<file path="src/rtl/asynch_fifo_pkg.sv">
// Shared types and default widths for the async FIFO and its read-side stages.
// Latency: none (declarations only).
// Backpressure: none (declarations only).
package asynch_fifo_pkg;

  // Default word width and address width, shared by the FIFO top and its read-side stages.
  localparam int DEF_DATA_WIDTH = 8;
  localparam int DEF_ADDR_WIDTH = 4;

  // Occupancy of the two-entry read-side prefetch buffer.
  typedef enum logic [1:0] {
    EMPTY = 2'd0,
    ONE   = 2'd1,
    TWO   = 2'd2
  } rd_occ_e;

endpackage

</file>
<file path="src/rtl/fifo_rd_stream_adapter.sv">
// Pops the async FIFO read port into a registered valid/ready stream through a 2-entry prefetch buffer.
// Latency: 1 cycle from the pop (rinc) to m_valid/m_data; sustains 1 word/cycle.
// Backpressure: m_ready=0 fills head+skid, then rinc drops until a dequeue frees a slot.
module fifo_rd_stream_adapter
  import asynch_fifo_pkg::*;
#(
  parameter int DATA_WIDTH = DEF_DATA_WIDTH,
  parameter int CNT_WIDTH  = 16
) (
  input  logic                  rclk,
  input  logic                  rrst_n,
  input  logic [DATA_WIDTH-1:0] rdata,
  input  logic                  rempty,
  output logic                  rinc,
  output logic [DATA_WIDTH-1:0] m_data,
  output logic                  m_valid,
  input  logic                  m_ready,
  input  logic                  flush,
  output logic [CNT_WIDTH-1:0]  pop_cnt
);

  rd_occ_e               state_q, state_d;
  logic [DATA_WIDTH-1:0] head_q, head_d;
  logic [DATA_WIDTH-1:0] skid_q, skid_d;
  logic                  m_valid_q;
  logic [CNT_WIDTH-1:0]  pop_cnt_q;
  logic                  deq;

  // A pop is allowed whenever a buffer slot is free now or is being freed by this cycle's dequeue.
  assign deq     = m_valid_q & m_ready;
  assign rinc    = rrst_n & ~flush & ~rempty & ((state_q != TWO) | deq);
  assign m_data  = head_q;
  assign m_valid = m_valid_q;
  assign pop_cnt = pop_cnt_q;

  // Next occupancy and buffer contents; flush discards everything and wins over enq/deq.
  always_comb begin
    state_d = state_q;
    head_d  = head_q;
    skid_d  = skid_q;
    if (flush) begin
      state_d = EMPTY;
    end else begin
      case (state_q)
        EMPTY: begin
          if (rinc) begin
            state_d = ONE;
            head_d  = rdata;
          end
        end
        ONE: begin
          if (rinc && !deq) begin
            state_d = TWO;
            skid_d  = rdata;
          end else if (rinc && deq) begin
            head_d = rdata;
          end else if (deq) begin
            state_d = EMPTY;
          end
        end
        TWO: begin
          if (deq) begin
            head_d = skid_q;
            if (rinc) begin
              skid_d = rdata;
            end else begin
              state_d = ONE;
            end
          end
        end
        default: state_d = EMPTY;
      endcase
    end
  end

  // State, output registers and the saturating pop counter (flush leaves the counter alone).
  always_ff @(posedge rclk) begin
    if (!rrst_n) begin
      state_q   <= EMPTY;
      head_q    <= '0;
      skid_q    <= '0;
      m_valid_q <= 1'b0;
      pop_cnt_q <= '0;
    end else begin
      state_q   <= state_d;
      head_q    <= head_d;
      skid_q    <= skid_d;
      m_valid_q <= (state_d != EMPTY);
      if (rinc && (pop_cnt_q != {CNT_WIDTH{1'b1}})) begin
        pop_cnt_q <= pop_cnt_q + 1'b1;
      end
    end
  end

endmodule

</file>
<file path="config.mk">
export PLATFORM = sky130hd
export DESIGN_NAME = fifo_rd_stream_adapter
export DESIGN_NICKNAME = d
export VERILOG_FILES = /design/src/rtl/asynch_fifo_pkg.sv /design/src/rtl/fifo_rd_stream_adapter.sv
export SDC_FILE = /design/constraint.sdc
export NUM_CORES = 1
export LEC_CHECK = 0
export BUFFER_PORTS_ARGS = -buffer_cell sky130_fd_sc_hd__buf_2
export CAP_MARGIN = 0
export CORE_MARGIN = 2
export CORE_UTILIZATION = 50
export CTS_BUF_LIST = sky130_fd_sc_hd__clkbuf_8
export CTS_CLUSTER_DIAMETER = 150
export DETAILED_ROUTE_END_ITERATION = 16
export PLACE_DENSITY = 0.77
export SKIP_CTS_REPAIR_TIMING = 1
export SLEW_MARGIN = 20
export SYNTH_ARGS = -nofsm -noshare
export SYNTH_HDL_FRONTEND = slang
export SYNTH_SLANG_ARGS = --single-unit
</file>
<file path="constraint.sdc">
create_clock -name rclk -period 1.8 [get_ports rclk]
set_input_delay 0.18 -clock rclk [delete_from_list [all_inputs] [get_ports rclk]]
set_output_delay 0.18 -clock rclk [all_outputs]
set_load 0.02 [all_outputs]
</file>
After elaboration in Yosys (flattened, before gate mapping)
Cells that the tools add are included.
{"block": "op_classes", "n_eq_ne": 10, "reduce_logical": 10, "muxes": 16, "bitwise": 7, "n_addsub": 1}
{"cell": "$mux W8", "n": 6}
{"cell": "$pmux W8 S3", "n": 1}
{"cell": "$add A16 B1 Y16 const B", "n": 1}
{"cell": "$ne A16 B16 Y1 const B", "n": 1}
{"cell": "$pmux W8 S2", "n": 1}
{"cell": "$mux W2", "n": 7}
{"cell": "$ne A2 B2 Y1 const B", "n": 7}
{"cell": "$pmux W2 S3", "n": 1}
{"cell": "$reduce_and A6 Y1", "n": 1}
{"cell": "$reduce_and A5 Y1", "n": 1}
{"cell": "$and A1 B1 Y1", "n": 4}
{"cell": "$reduce_bool A2 Y1", "n": 2}
{"cell": "$logic_and A1 B1 Y1", "n": 3}
{"cell": "$reduce_bool A3 Y1", "n": 1}
{"cell": "$eq A2 B1 Y1 const B", "n": 1}
{"cell": "$eq A2 B2 Y1 const B", "n": 1}
{"cell": "$logic_not A2 Y1", "n": 1}
{"cell": "$not A1 Y1", "n": 2}
{"cell": "$logic_not A1 Y1", "n": 1}
{"cell": "$or A1 B1 Y1", "n": 1}
{"block": "word_totals", "in_bits": 13, "reg_bits": 35, "word_cells": 49, "output_inout_bits": 26}

Depth between registers and ports, before layout
{"block": "depth", "ltp_word": 10, "depth_mapped": 8, "depth_no_buf": 5}

Worst setup path after synthesis
OpenSTA, ideal clock, no wires.
{"block": "synth_path", "kind": "reg2reg", "start": "reg pop_cnt_q[0], in the netlist pop_cnt[0]", "end": "reg pop_cnt_q[6], in the netlist pop_cnt[6]", "t_arrival_ns": 1.890, "setup_ns": 0.137, "setup_slack_ns": -0.227, "n_path_buf": 1, "path_stages_with_launch": 7, "t_required_ns": 1.663, "path_cell_list": "dfxtp_1 -> ha_1 -> nand4_1 -> nor4_2 -> clkbuf_1 -> nor3_1 -> mux2i_1"}
{"block": "synth_via", "elab_chain_len": 2, "word_cells_on_any_way": 3, "classes_between": "add/sub: 1; eq/ne: 1; reduce/logical: 1"}
{"element": "start, declared", "line_no": "fifo_rd_stream_adapter.sv:26", "rtl": "logic [CNT_WIDTH-1:0] pop_cnt_q;"}
{"element": "start signal, assigned", "line_no": "fifo_rd_stream_adapter.sv:90", "rtl": "pop_cnt_q <= pop_cnt_q + 1'b1;"}
{"element": "parallel branches: the longest is 2 deep, another holds $add A16 B1 Y16"}
Parallel ways; which one is timed is not known.
A chain may end at the register's enable or synchronous reset.

Worst setup path in the final report
{"block": "layout_path", "start": "reg pop_cnt_q[10], in the netlist pop_cnt[10]", "end": "reg pop_cnt_q[13], in the netlist pop_cnt[13]"}
Same word-level chain as after synthesis.

==> results.cfg <==
[cts]
cts_made_buffers = 5
htree_levels = 2
clk_pin_slew_worst_paths_ns = 0.07
cts_max_path_buffers = 2
cts-root-buf = clkbuf_8
clock_latency_ns = 0.29
cts.sinks = 35
tritoncts = built

[sta]
hold_viol = 0
maxSlewViolCount = 0
worst_pin_slew_ns = 0.5732
rsz0062_at_grt = false
fin_crit_sh_pct = 97.76
fmax_ghz = 0.5683
period_needed_ns = 1.760
finalClockSkew_ns = 0.007688
setup_viol = 0
relSlewSlack_pct = 61.74

[pwr]
power_mw = 1.499
vdd_drop_max_mv = 0.4970
leakagePower_nw = 0.9677
powerDensity_mw_per_mm2 = 660.9

[layout]
instances_no_fill = 319
areaGrowthSynthToFinish_pct = 28.49
nets = 287
diodes = 0
final_layout_size_suffix_gt1_share_pct = 30.40
final_cell_mix = buf_2, dfxtp_1, buf_4, nor2_1
final_common_cell = buf_2
num-fill-cells = 301

[route]
viasPerCell = 5.821
routed-wl-met3_um = 350
routed_wl_mm = 4.401
avgRoutedWirePerCell_um = 13.80
route.detailed.drc = 0
drt_iter0_drc = 157
dr.pass1.iters = 4
ant_nets = 0
wl_met1_mm = 1.997
route.met2.wl_mm = 2.026
dr_total_vias = 1857
maxUsedRoutingLayer = met4

[logic_synthesis]
syn-cell-area_sq_mm = 0.001765
synth_seq_cells = 35
synth_cells = 218
synth.distinct_cells = 40
syn_avg_cell_area_sq_um = 8.098
synth-edff-count = 0
synth-async-reset-ratio_pct = 0
yosysSeqAreaShare_pct = 39.69
synth_ff_type = dfxtp_1
yosysWarnings = 0
syn-num-nets = 232

[global_routing]
grt_pass1_vias = 1652
grt-ovfl-total = 0
gr-usage-all-layers_pct = 22.82
grt_pass1_wl_mm = 7.314
antenna_found_initial = 0
grt_max_degree = 21

[floorplanning]
dieArea_sq_mm = 0.004022
row_count = 21
io_pins = 39
initial_core_util_pct = 52.49
chipHeight_um = 63.42
die_w_um = 63.42
placeableCoreArea_sq_mm = 0.003363

[min_path]
min_path_type = in2reg

[run]
cap_violations = 0

[place]
io_buffers = 38
dp.final_hpwl_mm = 3.111
placedCellCount = 310
place_congestion = 0.8738

[run_status]
status = completed

[setup_path]
cp.required_ns = 2.02
critical_path_class = reg2reg
endpoint_kind = register
worst-path-max-fanout = 7
cp.arrival_ns = 1.98
start_kind = register
==> path summary, 6_finish.rpt <==
path / from / to / slack (ns) / depth (start not counted)
max reg2reg: pop_cnt[10] / pop_cnt[13] / 0.04 / 4
min: rdata[4] / skid_q[4] / 0.15 / 3
min reg2reg: m_data[6] / m_data[6] / 0.45 / 2
max: pop_cnt[10] / pop_cnt[13] / 0.04 / 4
==> worst max-delay path, cell delays in order (launching register included) <==
cell     delay (ns)
dfxtp_2        0.38
nand2_1        0.12
or4_4          0.56
or4_1          0.47
a21oi_1        0.16
==> power by group <==
group | leakage [nW] | switching (mW) | internal, mW | total, mW
combinational | 0.633 | 0.0847 | 0.0562 | 0.141
sequential | 0.288 | 0.00914 | 0.787 | 0.796
clock | 0.0470 | 0.262 | 0.300 | 0.562
total | 0.968 | 0.356 | 1.14 | 1.50
==> per-layer routing <==
layer	up-vias	track usage [%]
met5	-	0
met4	0	7.880
met3	4	6.250
met2	75	36.45
met1	864	29.61
li1	914	-
==> cells by family after synthesis <==
| kind of cell | synth area share, % |
|---|---|
| AND/OR/NAND/NOR | 31.18 |
| AO/OA/AOI/OAI | 17.51 |
| flip-flops | 39.69 |
| buffers and inverters | 3.544 |
| multiplexers | 7.370 |
| adder cells (fa/ha/maj) | 0.7086 |
==> sequential cells by signal, summed over array words and instances, names as in the netlist <==
signal / flops
m_valid: 1
state_q: 2
m_data: 8
pop_cnt: 16
skid_q: 8
==> cell type report <==
class                           count  area, sq um  share of cell area, %
Clock buffer                        6        82.58                  3.640
Multi-Input combinational cell    167         1040                  45.84
Sequential cell                    35        713.2                  31.44
Inverter                            4        15.01                 0.6619
Clock inverter                      1        5.005                 0.2206
Tap cell                           46        57.56                  2.537
Timing Repair Buffer               60        355.3                  15.66
==> synth_stat cells (2+ instances only) <==
master | count | area [sq um]
nor2_1 | 20 | 75.07
nand2b_1 | 4 | 25.02
a21oi_1 | 19 | 95.09
or3_1 | 10 | 62.56
mux2i_1 | 13 | 130.1
buf_2 | 2 | 10.01
o211ai_1 | 3 | 22.52
o21ai_0 | 13 | 65.06
or4_1 | 5 | 37.54
nor3_1 | 5 | 25.02
inv_1 | 4 | 15.01
dfxtp_1 | 35 | 700.7
nand4_1 | 4 | 25.02
nor3b_1 | 3 | 22.52
nand2_1 | 19 | 71.32
o31ai_1 | 5 | 37.54
and4_1 | 2 | 17.52
clkbuf_1 | 10 | 37.54
nor4_1 | 5 | 31.28
and2_1 | 2 | 12.51
nand3_1 | 16 | 80.08
==> stage by stage <==
step                instance area [sq um]  utilization (%)  setup slack [ns]  setup TNS (ns)  hold WS (ns)
floorplan                            1797                -          0.005600               0        0.3277
global placement                     2146            63.80            0.1156               0        0.4429
detailed placement                   2146            63.80           0.08833               0        0.4496
CTS                                  2233            66.41           -0.1215         -0.1215        0.1410
global route                         2268            67.45           0.01543               0        0.1511
finish                               2268            67.45           0.04040               0        0.1485
Note: power is estimated with default switching activity, not from simulation.
